**src/rtl/trail_access_scheduler.sv**
```systemverilog
// Trail write-port scheduler: arbitrates lane/decision pushes and sequences backtracks.
// Define TRAIL_SCHED_STATS_EN to add saturating activity counters.
module trail_access_scheduler #(
    parameter int NUM_LANES = 4,
    parameter int MAX_VARS  = 256,
    parameter int LVL_W     = 16
) (
    input  logic                    clk,
    input  logic                    reset,
    input  logic [NUM_LANES-1:0]    lane_valid_i,
    output logic [NUM_LANES-1:0]    lane_ready_o,
    input  logic [NUM_LANES*32-1:0] lane_var_i,
    input  logic [NUM_LANES-1:0]    lane_value_i,
    input  logic [NUM_LANES*16-1:0] lane_reason_i,
    input  logic                    dec_valid_i,
    output logic                    dec_ready_o,
    input  logic [31:0]             dec_var_i,
    input  logic                    dec_value_i,
    input  logic                    bt_req_i,
    input  logic [LVL_W-1:0]        bt_level_i,
    output logic                    bt_ack_o,
    output logic                    prop_flush_o,
    input  logic                    clear_req_i,
    input  logic [15:0]             trail_height_i,
    output logic                    tm_push_o,
    output logic [31:0]             tm_push_var_o,
    output logic                    tm_push_value_o,
    output logic [LVL_W-1:0]        tm_push_level_o,
    output logic                    tm_push_is_decision_o,
    output logic [15:0]             tm_push_reason_o,
    output logic                    tm_backtrack_en_o,
    output logic [LVL_W-1:0]        tm_backtrack_to_level_o,
    input  logic                    tm_backtrack_done_i,
    output logic                    tm_clear_all_o,
    output logic [LVL_W-1:0]        cur_level_o,
    output logic                    overflow_o,
    output logic                    busy_o
`ifdef TRAIL_SCHED_STATS_EN
    ,
    output logic [31:0]             stat_pushes_o,
    output logic [31:0]             stat_decisions_o,
    output logic [31:0]             stat_backtracks_o,
    output logic [31:0]             stat_stall_cycles_o
`endif
);

    // state     | meaning
    // SERVE     | accepting backtrack, lane and decision requests
    // BT_WAIT   | trail manager unwinding; all requesters held off
    // BT_SETTLE | trail height settling for one cycle; bt_ack high
    typedef enum logic [1:0] {
        SERVE     = 2'd0,
        BT_WAIT   = 2'd1,
        BT_SETTLE = 2'd2
    } state_t;

    localparam int PTR_W = (NUM_LANES > 1) ? $clog2(NUM_LANES) : 1;
    localparam logic [LVL_W-1:0] LVL_MAX = '1;

    state_t             state_q;
    logic [PTR_W-1:0]   rr_q;
    logic [LVL_W-1:0]   cur_level_q;
    logic [LVL_W-1:0]   bt_target_q;
    logic               overflow_q;
    logic               tm_push_q;
    logic [31:0]        push_var_q;
    logic               push_value_q;
    logic [LVL_W-1:0]   push_level_q;
    logic               push_is_dec_q;
    logic [15:0]        push_reason_q;
    logic               bt_en_q;
    logic               flush_q;
    logic               bt_ack_q;
    logic               clear_all_q;

    logic               grant_found;
    logic [PTR_W-1:0]   grant_idx;
    logic [PTR_W:0]     cand_sum;
    logic [PTR_W-1:0]   cand;
    logic [PTR_W-1:0]   rr_d;
    logic [31:0]        sel_var;
    logic               sel_value;
    logic [15:0]        sel_reason;
    logic [16:0]        occupancy;
    logic               at_cap;
    logic               bt_win;
    logic               serve_open;
    logic               lane_grant;
    logic               dec_accept;
    logic               ovf_hit;

    // Round-robin search starting at the pointer.
    always_comb begin
        grant_found = 1'b0;
        grant_idx   = '0;
        cand_sum    = '0;
        cand        = '0;
        for (int i = 0; i < NUM_LANES; i++) begin
            cand_sum = {1'b0, rr_q} + (PTR_W+1)'(i);
            if (cand_sum >= (PTR_W+1)'(NUM_LANES)) begin
                cand_sum = cand_sum - (PTR_W+1)'(NUM_LANES);
            end
            cand = cand_sum[PTR_W-1:0];
            if (!grant_found && lane_valid_i[cand]) begin
                grant_found = 1'b1;
                grant_idx   = cand;
            end
        end
    end

    always_comb begin
        sel_var    = '0;
        sel_value  = 1'b0;
        sel_reason = '0;
        for (int i = 0; i < NUM_LANES; i++) begin
            if (grant_idx == PTR_W'(i)) begin
                sel_var    = lane_var_i[i*32 +: 32];
                sel_value  = lane_value_i[i];
                sel_reason = lane_reason_i[i*16 +: 16];
            end
        end
    end

    assign rr_d = (grant_idx == PTR_W'(NUM_LANES - 1)) ? '0 : grant_idx + PTR_W'(1);

    // A push registered this cycle is not yet counted in trail_height_i.
    assign occupancy = {1'b0, trail_height_i} + {16'b0, tm_push_q};
    assign at_cap    = occupancy >= 17'(MAX_VARS);

    // bt_ack_q masks the requester's still-high bt_req during the ack cycle.
    assign bt_win     = (state_q == SERVE) && !clear_req_i && bt_req_i && !bt_ack_q;
    assign serve_open = (state_q == SERVE) && !clear_req_i && !bt_win && !at_cap;
    assign lane_grant = serve_open && grant_found;
    assign dec_ready_o = serve_open && (lane_valid_i == '0) && (cur_level_q != LVL_MAX);
    assign dec_accept = dec_ready_o && dec_valid_i;
    assign ovf_hit    = (state_q == SERVE) && !clear_req_i && !bt_win && at_cap &&
                        ((lane_valid_i != '0) || dec_valid_i);

    always_comb begin
        lane_ready_o = '0;
        for (int i = 0; i < NUM_LANES; i++) begin
            lane_ready_o[i] = lane_grant && (grant_idx == PTR_W'(i));
        end
    end

    always_ff @(posedge clk or posedge reset) begin
        if (reset) begin
            state_q       <= SERVE;
            rr_q          <= '0;
            cur_level_q   <= '0;
            bt_target_q   <= '0;
            overflow_q    <= 1'b0;
            tm_push_q     <= 1'b0;
            push_var_q    <= '0;
            push_value_q  <= 1'b0;
            push_level_q  <= '0;
            push_is_dec_q <= 1'b0;
            push_reason_q <= '0;
            bt_en_q       <= 1'b0;
            flush_q       <= 1'b0;
            bt_ack_q      <= 1'b0;
            clear_all_q   <= 1'b0;
        end else begin
            tm_push_q   <= 1'b0;
            bt_en_q     <= 1'b0;
            flush_q     <= 1'b0;
            bt_ack_q    <= 1'b0;
            clear_all_q <= 1'b0;
            if (clear_req_i) begin
                clear_all_q <= 1'b1;
                cur_level_q <= '0;
                overflow_q  <= 1'b0;
                state_q     <= SERVE;
            end else begin
                case (state_q)
                    SERVE: begin
                        if (bt_win) begin
                            if (bt_level_i < cur_level_q) begin
                                bt_en_q     <= 1'b1;
                                flush_q     <= 1'b1;
                                bt_target_q <= bt_level_i;
                                state_q     <= BT_WAIT;
                            end else begin
                                bt_ack_q <= 1'b1;
                            end
                        end else if (lane_grant) begin
                            tm_push_q     <= 1'b1;
                            push_var_q    <= sel_var;
                            push_value_q  <= sel_value;
                            push_level_q  <= cur_level_q;
                            push_is_dec_q <= 1'b0;
                            push_reason_q <= sel_reason;
                            rr_q          <= rr_d;
                        end else if (dec_accept) begin
                            tm_push_q     <= 1'b1;
                            push_var_q    <= dec_var_i;
                            push_value_q  <= dec_value_i;
                            push_level_q  <= cur_level_q + 1'b1;
                            push_is_dec_q <= 1'b1;
                            push_reason_q <= 16'hFFFF;
                            cur_level_q   <= cur_level_q + 1'b1;
                        end
                        if (ovf_hit) begin
                            overflow_q <= 1'b1;
                        end
                    end
                    BT_WAIT: begin
                        if (tm_backtrack_done_i) begin
                            cur_level_q <= bt_target_q;
                            bt_ack_q    <= 1'b1;
                            state_q     <= BT_SETTLE;
                        end
                    end
                    BT_SETTLE: begin
                        state_q <= SERVE;
                    end
                    default: begin
                        state_q <= SERVE;
                    end
                endcase
            end
        end
    end

    assign tm_push_o               = tm_push_q;
    assign tm_push_var_o           = push_var_q;
    assign tm_push_value_o         = push_value_q;
    assign tm_push_level_o         = push_level_q;
    assign tm_push_is_decision_o   = push_is_dec_q;
    assign tm_push_reason_o        = push_reason_q;
    assign tm_backtrack_en_o       = bt_en_q;
    assign tm_backtrack_to_level_o = bt_target_q;
    assign prop_flush_o            = flush_q;
    assign bt_ack_o                = bt_ack_q;
    assign tm_clear_all_o          = clear_all_q;
    assign cur_level_o             = cur_level_q;
    assign overflow_o              = overflow_q;
    assign busy_o                  = (state_q != SERVE);

`ifdef TRAIL_SCHED_STATS_EN
    logic [31:0] stat_pushes_q;
    logic [31:0] stat_decisions_q;
    logic [31:0] stat_backtracks_q;
    logic [31:0] stat_stall_q;
    logic        real_bt;
    logic        stall;

    assign real_bt = bt_win && (bt_level_i < cur_level_q);
    assign stall   = (lane_valid_i != '0) && !lane_grant;

    always_ff @(posedge clk or posedge reset) begin
        if (reset) begin
            stat_pushes_q     <= '0;
            stat_decisions_q  <= '0;
            stat_backtracks_q <= '0;
            stat_stall_q      <= '0;
        end else if (clear_req_i) begin
            stat_pushes_q     <= '0;
            stat_decisions_q  <= '0;
            stat_backtracks_q <= '0;
            stat_stall_q      <= '0;
        end else begin
            if ((lane_grant || dec_accept) && (stat_pushes_q != '1)) begin
                stat_pushes_q <= stat_pushes_q + 32'd1;
            end
            if (dec_accept && (stat_decisions_q != '1)) begin
                stat_decisions_q <= stat_decisions_q + 32'd1;
            end
            if (real_bt && (stat_backtracks_q != '1)) begin
                stat_backtracks_q <= stat_backtracks_q + 32'd1;
            end
            if (stall && (stat_stall_q != '1)) begin
                stat_stall_q <= stat_stall_q + 32'd1;
            end
        end
    end

    assign stat_pushes_o       = stat_pushes_q;
    assign stat_decisions_o    = stat_decisions_q;
    assign stat_backtracks_o   = stat_backtracks_q;
    assign stat_stall_cycles_o = stat_stall_q;
`endif

endmodule

```
**config.mk**
```make
export PLATFORM = sky130hd
export DESIGN_NAME = trail_access_scheduler
export DESIGN_NICKNAME = d
export VERILOG_FILES = /design/src/rtl/trail_access_scheduler.sv
export SDC_FILE = /design/constraint.sdc
export NUM_CORES = 1
export LEC_CHECK = 0
export CAP_MARGIN = 0
export CORE_AREA = 2 2 146 148
export DETAILED_ROUTE_END_ITERATION = 8
export DIE_AREA = 0 0 148 150
export HOLD_SLACK_MARGIN = 0.02
export PLACE_DENSITY = 0.71
export SLEW_MARGIN = 0
export SYNTH_ARGS = -nofsm -noshare
export SYNTH_HDL_FRONTEND = slang
export SYNTH_SLANG_ARGS = --single-unit
```
**constraint.sdc**
```tcl
create_clock -name clk -period 8.82 [get_ports clk]
set_clock_uncertainty 0.1 [all_clocks]
set_input_delay 0.882 -clock clk [delete_from_list [all_inputs] [get_ports clk]]
set_output_delay 0.882 -clock clk [all_outputs]
set_load 0.02 [all_outputs]
```
==> out/qor.yml <==
run_status: "finished, final reports clean"
cp-start-kind: "input port"
first_global_vias: 7500
netlist_area_sq_mm: 0.00692
clkTransAtPathRegs_ns: 0.07
p_total_mw: 1.51
cts_hold_buf: 0
drt_iter0_drc: 526
period_minus_slack_ns: 5.32
synth_common_cells: "dfrtp_1 (107), nand2_1 (94), o21ai_0 (82)"
vias: 7786
worst_ep_required_time_ns: 7.84
fmax_ghz: 0.188
grt_use_total_pct: 25.2
synth.largest_area_cell: "dfrtp_1"
async_flop_share_pct: 100
cts_buffer_depth: 2
share_comb_of_total_power_pct: 33.3
synth_top_area_share_pct: 38.7
syn_inst: 809
post_cts_buffers: 0
fp.dieH_um: 150
drc: 0
fp.dieW_um: 148
drive_gt1_share_pct: 5.50
p_sw_share_pct: 32.1
drt_pass1_iterations: 5
rsz0062_at_grt: "false"
numClockSinks: 107
synth_seq_cells: 107
final.setup.tns_ns: 0
whs_path_depth: 2
syn_to_final_growth_pct: 61.1
die_area_sq_mm: 0.0222
p_int_mw: 1.02
syn_nets: 1102
p_leak_nw: 4.27
overflow: 0
synth_edf_count: 0
drv_slew: 0
worst-slew-pin-transition_ns: 1.25
cts.root.buffer_cell: "clkbuf_16"
via_per_inst: 5.48
worst_setup_path_end_kind: "primary output"
synth_area_per_cell_sq_um: 8.55
ir_worst_vdd_mv: 0.121
maxCapViolations: 0
relSlewSlack_pct: 16.6
final_area_sq_mm: 0.0111
rows: 53
ys_warn_count: 0
synth_cell_types: 57
drt_wl_total_um: 29700
portBuffers: 380
cts_tree: "done"
avgRoutedWirePerCell_um: 20.9
antenna_found_initial: 3
seq_power_share_pct: 39.4
core_area_sq_mm: 0.0207
htreeDepth: 3
path_class: "input port to primary output"
min_path_type: "flop to flop"
fin_nets: 1433
fin_crit_sh_pct: 60.4
power_frac_clock_pct: 27.3
setup_viol_count_final: 0
synth_most_common_cell: "dfrtp_1"
reg2reg_depth: 9
grt_max_degree: 100
r2r_slack_ns: 4.67
seq_area_frac_synth_pct: 38.7
place_area_sq_mm: 0.0108
grt_pass1_wl_um: 43500
synth.top_cells.by_area: "dfrtp_1 (39%), a221oi_1 (6.5%), o21ai_0 (5.9%)"
clock_latency_ns: 0.36
floorplan.initialDensity_pct: 33.4
globalplace.congestion: 0.885
place_hpwl_um: 22000
utilization_pct: 53.9
ant_nets: 0
power_density_mw_per_mm2: 135
arrival_ns: 4.34
finalHoldViolations: 0
synth_ff_type: "dfrtp_1"
ios: 381
cts_buffers: 9
cts_resized: 0
switchingPower_uw: 485
cp_max_fo: 52
## registers in the layout, indices dropped and copies added (netlist names)
name / cells
tm_push_var_o: 32
cur_level_o: 16
tm_backtrack_to_level_o: 16
tm_push_level_o: 16
tm_push_reason_o: 16
rr_q: 2
state_q: 2
bt_ack_o: 1
overflow_o: 1
prop_flush_o: 1
tm_clear_all_o: 1
tm_push_is_decision_o: 1
tm_push_o: 1
tm_push_value_o: 1
## layout by cell type (no fill, tap or decap), types with 3 or more instances in the layout
cell type,instances
ha_1,19
clkdlybuf4s50_1,380
o22ai_1,12
a32oi_1,4
inv_1,24
nand4_1,8
nor4_4,3
nor2_1,41
nand3_1,9
a21o_1,4
a221oi_1,51
buf_4,8
o21ai_0,82
a21oi_1,72
and4_1,3
and3_1,10
o311ai_0,33
dfrtp_1,107
a22oi_1,7
nand2b_1,6
o21ai_1,8
mux2_2,16
nand2_1,94
nor3_1,36
clkbuf_16,9
nor2b_1,53
## stage by stage
step           worst slack (ns)  hold slack [ns]  cells
6_report                   3.50            0.381   1422
5_1_grt                    3.27            0.412   1421
4_1_cts                    3.47            0.387   1420
3_5_place_dp               3.48            0.370   1404
3_3_place_gp               3.57            0.362   1404
2_1_floorplan              5.02            0.394    809
## per-layer routing
metal  vias to the layer above  GRT usage (%)  routed length, um
met5                         -              0                 14
met4                         2           6.67                659
met3                        40           5.73               2220
met2                       328           43.0              14700
met1                      3736           32.1              12200
li1                       3680              -                  -
## cells by family (layout without fill, tap and decap cells)
group                    count (synthesis)  in the layout  synth area share [%]
AO/OA/AOI/OAI                          294            294                  28.0
AND/OR/NAND/NOR                        275            275                  20.4
flip-flops                             107            107                  38.7
buffers and inverters                   94            430                  6.15
adder cells (fa/ha/maj)                 22             22                  3.98
multiplexers                            17             17                  2.75
other                                    0              2                     0
## final cells by class
| type | count | area, sq um |
|---|---|---|
| clock buffer | 10 | 239 |
| clock inverter | 6 | 58.8 |
| tap | 275 | 344 |
| multi-input combinational | 608 | 3850 |
| inverter | 26 | 100 |
| antenna | 2 | 5.00 |
| timing repair buffer | 388 | 3860 |
| sequential | 107 | 2680 |
| fill | 1937 | 9550 |
## critical path: stages
cell and delay, ns:
clkdlybuf4s50_1 0.60, o22ai_1 0.12, nor2b_1 0.16, nor4_1 0.59
ha_2 1.07, and3_1 0.29, clkdlybuf4s50_1 0.60
## power by group through the flow
stage                     registers, mW  clock network, mW  logic, mW
after CTS                         0.593              0.422      0.505
after floorplan                   0.653                  0      0.161
after global routing              0.602              0.439      0.539
final                             0.594              0.412      0.502
after global placement            0.601                  0      0.497
after detailed placement          0.602                  0      0.502
## final timing paths
| path | to | startpoint |
|---|---|---|
| worst max-delay path | lane_ready_o[1] | lane_valid_i[3] |
| worst min-delay path | tm_push_var_o[23]$_DFFE_PP0P_ | tm_push_var_o[23]$_DFFE_PP0P_ |
| worst max register to register | tm_push_var_o[22]$_DFFE_PP0P_ | rr_q[1]$_DFFE_PP0P_ |
| worst min register to register | tm_push_var_o[23]$_DFFE_PP0P_ | tm_push_var_o[23]$_DFFE_PP0P_ |
| max in group asynchronous | tm_push_level_o[2]$_DFFE_PP0P_ | reset |
| min in group asynchronous | tm_push_var_o[11]$_DFFE_PP0P_ | reset |
No activity file was read; power rests on OpenSTA's default activity.
